## src/rtl/pc_gen.sv

```systemverilog
// ---------------------------------------------------------------------------
// pc_gen -- program-counter generator for the single-issue RV32I core.
//
// Computes the next PC from the branch-condition selects, registers it, and
// issues instruction-fetch requests over a valid/ready handshake.
// It also counts retired instructions.
//
// Optional feature macro: PCGEN_MISALIGN_TRAP_EN
//   When defined, a resolve whose target is not word aligned parks the block
//   in a sticky TRAP state and raises `trap`. The PC and instret are left
//   untouched. When undefined, the misaligned target is simply fetched.
//
// Ports
//   clock      in   single clock, rising-edge
//   reset_n    in   asynchronous active-low reset
//   pcAsrc     in   addend select: 0 -> +4, 1 -> +imm
//   pcBsrc     in   base select:   0 -> pc, 1 -> rs1
//   imm        in   sign-extended branch/jump immediate
//   rs1        in   register operand for JALR
//   exec_done  in   execute stage has resolved the current instruction
//   stall      in   holds the PC update while high
//   if_valid   out  fetch request valid
//   if_ready   in   instruction memory accepts the request
//   if_addr    out  fetch address (always equal to pc)
//   pc         out  PC of the instruction in flight
//   pc_plus4   out  pc + 4, link value
//   instret    out  retired-instruction count
//   trap       out  misaligned-target trap (only with the macro defined)
// ---------------------------------------------------------------------------
module pc_gen #(
    parameter logic [31:0] RESET_VECTOR = 32'h0000_0000
) (
    input  logic        clock,
    input  logic        reset_n,
    input  logic        pcAsrc,
    input  logic        pcBsrc,
    input  logic [31:0] imm,
    input  logic [31:0] rs1,
    input  logic        exec_done,
    input  logic        stall,
    output logic        if_valid,
    input  logic        if_ready,
    output logic [31:0] if_addr,
    output logic [31:0] pc,
    output logic [31:0] pc_plus4,
    output logic [31:0] instret
`ifdef PCGEN_MISALIGN_TRAP_EN
    ,
    output logic        trap
`endif
);

    typedef enum logic [1:0] {
        BOOT  = 2'd0,
        FETCH = 2'd1,
        EXEC  = 2'd2
`ifdef PCGEN_MISALIGN_TRAP_EN
        ,
        TRAP  = 2'd3
`endif
    } state_t;

    state_t      r_state;
    logic [31:0] r_pc;
    logic [31:0] r_instret;
    logic        r_ifValid;
`ifdef PCGEN_MISALIGN_TRAP_EN
    logic        r_trap;
`endif

    logic [31:0] w_base;
    logic [31:0] w_addend;
    logic [31:0] w_sum;
    logic [31:0] w_next;
    logic        w_isJalr;
    logic        w_resolve;

    // Next-PC datapath: base + addend, wrapping naturally at 32 bits.
    // JALR (both selects high) clears bit 0 of the target.
    assign w_base    = pcBsrc ? rs1 : r_pc;
    assign w_addend  = pcAsrc ? imm : 32'd4;
    assign w_sum     = w_base + w_addend;
    assign w_isJalr  = pcAsrc & pcBsrc;
    assign w_next    = {w_sum[31:1], w_sum[0] & ~w_isJalr};
    assign w_resolve = exec_done & ~stall;

    // Control FSM and architectural state. if_valid is registered so that
    // once a request is raised it cannot glitch or change until accepted;
    // if_addr is tied to pc, which only moves on a resolve in EXEC.
    always_ff @(posedge clock or negedge reset_n) begin
        if (!reset_n) begin
            r_state   <= BOOT;
            r_pc      <= RESET_VECTOR;
            r_instret <= 32'd0;
            r_ifValid <= 1'b0;
`ifdef PCGEN_MISALIGN_TRAP_EN
            r_trap    <= 1'b0;
`endif
        end else begin
            case (r_state)
                BOOT: begin
                    r_state   <= FETCH;
                    r_ifValid <= 1'b1;
                end
                FETCH: begin
                    if (r_ifValid && if_ready) begin
                        r_state   <= EXEC;
                        r_ifValid <= 1'b0;
                    end
                end
                EXEC: begin
                    if (w_resolve) begin
`ifdef PCGEN_MISALIGN_TRAP_EN
                        if (w_next[1:0] != 2'b00) begin
                            r_state <= TRAP;
                            r_trap  <= 1'b1;
                        end else begin
`else
                        begin
`endif
                            r_pc      <= w_next;
                            r_instret <= r_instret + 32'd1;
                            r_state   <= FETCH;
                            r_ifValid <= 1'b1;
                        end
                    end
                end
`ifdef PCGEN_MISALIGN_TRAP_EN
                TRAP: begin
                    r_state   <= TRAP;
                    r_ifValid <= 1'b0;
                    r_trap    <= 1'b1;
                end
`endif
                default: begin
                    r_state   <= BOOT;
                    r_ifValid <= 1'b0;
                end
            endcase
        end
    end

    assign if_valid = r_ifValid;
    assign if_addr  = r_pc;
    assign pc       = r_pc;
    assign pc_plus4 = r_pc + 32'd4;
    assign instret  = r_instret;
`ifdef PCGEN_MISALIGN_TRAP_EN
    assign trap     = r_trap;
`endif

endmodule

```

## config.mk

```make
export PLATFORM = sky130hd
export DESIGN_NAME = pc_gen
export DESIGN_NICKNAME = d
export VERILOG_FILES = /design/src/rtl/pc_gen.sv
export SDC_FILE = /design/constraint.sdc
export NUM_CORES = 1
export LEC_CHECK = 0
export BUFFER_PORTS_ARGS = -buffer_cell sky130_fd_sc_hd__clkbuf_2
export CAP_MARGIN = 20
export CORE_MARGIN = 3
export CORE_UTILIZATION = 52
export DETAILED_ROUTE_END_ITERATION = 6
export GPL_TIMING_DRIVEN = 0
export PLACE_DENSITY_LB_ADDON = 0.25
export SETUP_SLACK_MARGIN = 0.5
export SYNTH_ARGS = -nofsm -noshare
export SYNTH_HDL_FRONTEND = slang
export SYNTH_SLANG_ARGS = --single-unit
```

## constraint.sdc

```tcl
create_clock -name clock -period 3.9 [get_ports clock]
set_input_delay 0.195 -clock clock [delete_from_list [all_inputs] [get_ports clock]]
set_output_delay 0.195 -clock clock [all_outputs]
set_load 0.005 [all_outputs]
```

# --- Word level (Yosys, flattened, before mapping) ---
# Index checks and enable logic that the tools add are counted.
word_totals:
  ff_bits: 67
  inputBits: 71
  word_cells: 28
classes:
  addsub: 3
  eq_ne: 4
  muxes: 8
  bitwise: 5
  n_reduce_logical: 4
op_table:
  columns: ["cell", "n"]
  rows:
  - ["2-to-1 mux 32 bit", 2]
  - ["adder 32 x 1 -> 32 bit (second input constant)", 1]
  - ["adder 32 x 3 -> 32 bit (second input constant)", 1]
  - ["adder 32 bit", 1]
  - ["case mux 2 bit (3 select lines)", 1]
  - ["2-to-1 mux 2 bit", 2]
  - ["!= test 2 bit (second input constant)", 2]
  - ["AND reduction 2 bit", 2]
  - ["bitwise AND 1 bit", 3]
  - ["case mux 1 bit (3 select lines)", 1]
  - ["equality test 2 x 1 -> 1 bit (second input constant)", 1]
  - ["equality test 2 bit (second input constant)", 1]
  - ["logical NOT 2 bit", 1]
  - ["2-to-1 mux 1 bit", 2]
  - ["inverter 1 bit", 2]
  - ["logical AND 1 bit", 1]

# --- Depth between registers and ports, before layout ---
logic_depth:
  depth_word: 4
  depth_mapped: 12
  depth_no_buf: 10

# --- Worst setup path after synthesis ---
# No wires, ideal clock.
synth_path:
  path_kind: "input-to-reg"
  startpoint: "input pcBsrc"
  endpoint: "register r_pc[30], in the netlist if_addr[30]"
  setup_ps: 124
  t_arrival_ps: 3090
  required_ps: 3776
  slack_ps: 685
  stages: 12
  n_path_buf: 3
  path_cell_list: "clkbuf_1 -> clkbuf_1 -> mux2_2 -> ha_1 -> buf_2 -> a21o_1 -> a311oi_1 -> nand2b_1 -> a21oi_1 -> a2111oi_0 -> a211o_1 -> nand3_1"
synth_between:
  elab_chain_cells: 2
synth_lines:
  columns: ["element", "line_no", "source"]
  rows:
  - ["from (decl)", "36", "input logic pcBsrc,"]
  - ["2-to-1 mux 32 bit", "80", "assign w_base = pcBsrc ? rs1 : r_pc;"]
  - ["adder 32 bit", "82", "assign w_sum = w_base + w_addend;"]
  - ["to (signal assigned)", "121", "r_pc <= w_next;"]
  - ["to (decl)", "64", "logic [31:0] r_pc;"]
# No other way between the ends.
# A chain may end at the register's enable or synchronous reset.

# --- Worst setup path in the final report ---
layout_path:
  startpoint: "register r_pc[0], in the netlist if_addr[0]"
  endpoint: "register r_pc[18], in the netlist if_addr[18]"
layout_between:
  elab_chain_cells: 2
layout_lines:
  columns: ["element", "line_no"]
  rows:
  - ["2-to-1 mux 32 bit", "80"]
  - ["adder 32 bit", "82"]
# No other way between the ends.

==> impl_results.md <==
* Setup tns final at 0 ns
* FF+latch count, synth at 67
* Routed wire length at 16400 µm
* Pin slew with the least headroom to its limit at 0.682 ns
* Initial DRC Count at 386
* Wire length per cell at 15.9 µm
* Status: complete, no violations
* Worst slew margin at 54.6%
* R2R setup slack at 0.77 ns
* Crit path from: if_addr[0]
* Largest net degree at the start of global routing at 59
* Register area at 1680 µm²
* Fin cells at 1030
* Clk buf depth at 2
* # diodes at 0
* Total Power at 3.65 mW
* Final Hold Fails at 0
* Crit Path Class: reg2reg
* Drt drc at 0
* Via count at 5655
* Final min period at 3.13 ns
* Most frequent cells in the layout: clkbuf_2 (200), nand2_1 (83), dfrtp_1 (67)
* Fin util at 67.6%
* Internal Power at 2.10 mW
* Core Rows at 37
* Req. time, crit path at 4.11 ns
* Post-DRT Antenna Nets at 0
* Port bufs at 198
* Syn_area_per_cell at 8.47 µm²
* Crit start category: register
* First-pass GRT wire length at 27300 µm
* Sequential share of the synthesized area at 29.2%
* Area of the multi-input gates at 3670 µm²
* Setup violations, final at 0
* Reg power frac at 32.2%
* Via/cell ratio at 5.49
* Tcrit/Tclk final at 80.3%
* H-tree levels at 3
* WL met1 at 7170 µm
* CP max stage cell: a221oi_1
* Commonest non-fill, non-tap cell in the layout: clkbuf_2
* Layout cell share with drive strength beyond 1 at 33.1%
* Hold WS at 0.146 ns
* Critical path's largest stage delay at 0.46 ns
* NetSw at 1.55 mW
* Main synth FF type: dfrtp_1
* CTS tree: done
* CP bufs+invs at 0
* Die width at 111 µm
* Final slew viol count at 0
* Mapped cell area at 5750 µm²
* Initial antenna violation count at 0
* Worst path top cell family by delay: compound AO/OA/AOI/OAI gates
* All-Layer GR Usage at 26.5%
* Max Cap Viol at 0
* Die Footprint at 12300 µm²
* R2R Path Start: if_addr[0]
* GPL Wtd Cong at 0.887
* Cells after DPL at 1013
* CTS clock-pin slew for the worst setup and hold paths at 0.09 ns
* Yosys cell types at 62
* Area Growth Syn to Fin at 24.2%
* Synthesized Nets at 783
* GRT overflow at 0
* Fmax at 319 MHz
* Core area at 10600 µm²
* Ys async rst share at 100%
* Unrepaired setup endpoints after global routing: no
* Die Ht at 111 µm
* Uppermost layer routed: met4
* Skew final at 0.0142 ns
* Nets at 994
* Worst hold path type: in2reg
* Cells after Synth at 678
* Peak VDD IR at 0.312 mV
* EDFF count, synth at 0
* Worst EP arrival at 3.34 ns
* Clk pwr share at 14.9%
* Switching part of the total at 42.5%
* Crit path max fanout at 5
* CTS Sinks at 67
* Clk root buf: clkbuf_8
* HPWL Detailed at 13000 µm
* Vias in the first global route at 5544
* Cts bufs inserted at 9
* DR WL met2 at 8150 µm
* Worst path cell trace: mux2_2 > ha_1 > fa_1 > a21o_1 > a221oi_1 > nor4_1 > or3_1 > a21oi_1 > xor2_1 > o21ai_1
* Fillcell total at 917
* CP endpoint kind: register
* Initial Util at 54.4%
* Top-level port count at 200
* Synth warn at 0
* Leakage at 3.63 nW
* Hold path startpoint: if_ready
* Total power divided by cell area at 512 nW/µm²
* Post-CTS Setup Repair Bufs at 0
* Comb power frac at 52.9%
* Latest clock arrival within the worst-skew pair at 0.36 ns
* DR pass1 iterations at 5
* DR WL met3 at 842 µm
[metal layers]
metal  track usage (%)  vias to the layer above
li1                  -                     2782
met1              34.6                     2667
met2              46.2                      184
met3              4.42                       22
met4              6.08                        0
met5                 0                        -
[flip-flops by register name, indices dropped and copies added, names as in the netlist]
name and count:
if_addr 32, instret 32, r_state 2, if_valid 1
[through the flow]
stage	worst slack, ns	area [µm²]
final	0.770	7130
after global routing	0.589	7130
after CTS	0.538	7120
after detailed placement	0.00674	6940
after global placement	0.0544	6910
after floorplan	0.685	5750
[worst min-delay path, stage by stage]
cell and delay [ns]:
clkbuf_2 0.10, nand4b_1 0.09, o21ai_0 0.07
[cells in the mapped netlist, types with 3 or more instances]
library cell | n | share of area, %
nand4_1 | 19 | 2.1
o21a_1 | 4 | 0.52
and3_1 | 13 | 1.4
and2_1 | 31 | 3.4
nand2b_1 | 3 | 0.33
nand2_1 | 83 | 5.4
o21ai_0 | 20 | 1.7
clkbuf_1 | 25 | 1.6
a21oi_1 | 30 | 2.6
a21o_1 | 15 | 2.0
xnor2_1 | 52 | 7.9
a22oi_1 | 3 | 0.39
nor3_1 | 9 | 0.78
o21bai_1 | 3 | 0.39
nor2_1 | 38 | 2.5
inv_1 | 11 | 0.72
mux2_2 | 28 | 5.5
nand3_1 | 39 | 3.4
ha_1 | 33 | 7.2
and4_1 | 3 | 0.46
o31ai_1 | 4 | 0.52
xor2_1 | 27 | 4.1
a31oi_1 | 4 | 0.44
o21ai_1 | 20 | 1.7
o211ai_1 | 7 | 0.91
buf_4 | 34 | 4.4
dfrtp_1 | 67 | 29
nor2b_1 | 5 | 0.54
[cell families (layout without fill, tap and decap cells)]
family | after synthesis | after routing | synth area share, %
buf+inv | 72 | 288 | 6.97
fa+ha+maj | 34 | 34 | 7.53
xor+xnor | 79 | 79 | 12.0
simple gates | 263 | 263 | 23.4
compound gates | 133 | 133 | 15.0
flops | 67 | 67 | 29.2
mux | 30 | 30 | 5.84
[final timing paths]
kind,cells past startpoint,end
max reg2reg,10,if_addr[18]
max in group asynchronous,3,instret[25]
max,10,if_addr[18]
min in group asynchronous,2,instret[8]
min reg2reg,1,instret[31]
min,3,r_state[1]
[timing repair]
| item | CTS | global route |
|---|---|---|
| gates cloned | 0 | 0 |
| hold endpoints to repair | 67 | 0 |
| gates resized for setup | 1 | 5 |
| pin swaps | 0 | 0 |
| endpoints found under the setup margin | 3 | 14 |
| hold buffers | 1 | 0 |
[cell type report]
cell class | count | share of cell area (%)
plain buffers | 61 | 5.09
clock buffers | 9 | 1.74
repair buffers | 200 | 14.5
multi-input cells | 539 | 51.5
flip-flops and latches | 67 | 23.5
inverters | 11 | 0.579
clock inverters | 7 | 0.737
well taps | 136 | 2.39
[power groups by stage]
stage | logic [mW] | registers [mW] | clock network (mW)
after detailed placement | 1.93 | 1.19 | 0
final | 1.93 | 1.18 | 0.544
after floorplan | 1.21 | 1.13 | 0
after global routing | 2.15 | 1.22 | 0.590
after CTS | 1.95 | 1.18 | 0.549
after global placement | 1.90 | 1.18 | 0
Note: power is estimated with default switching activity, not from simulation.
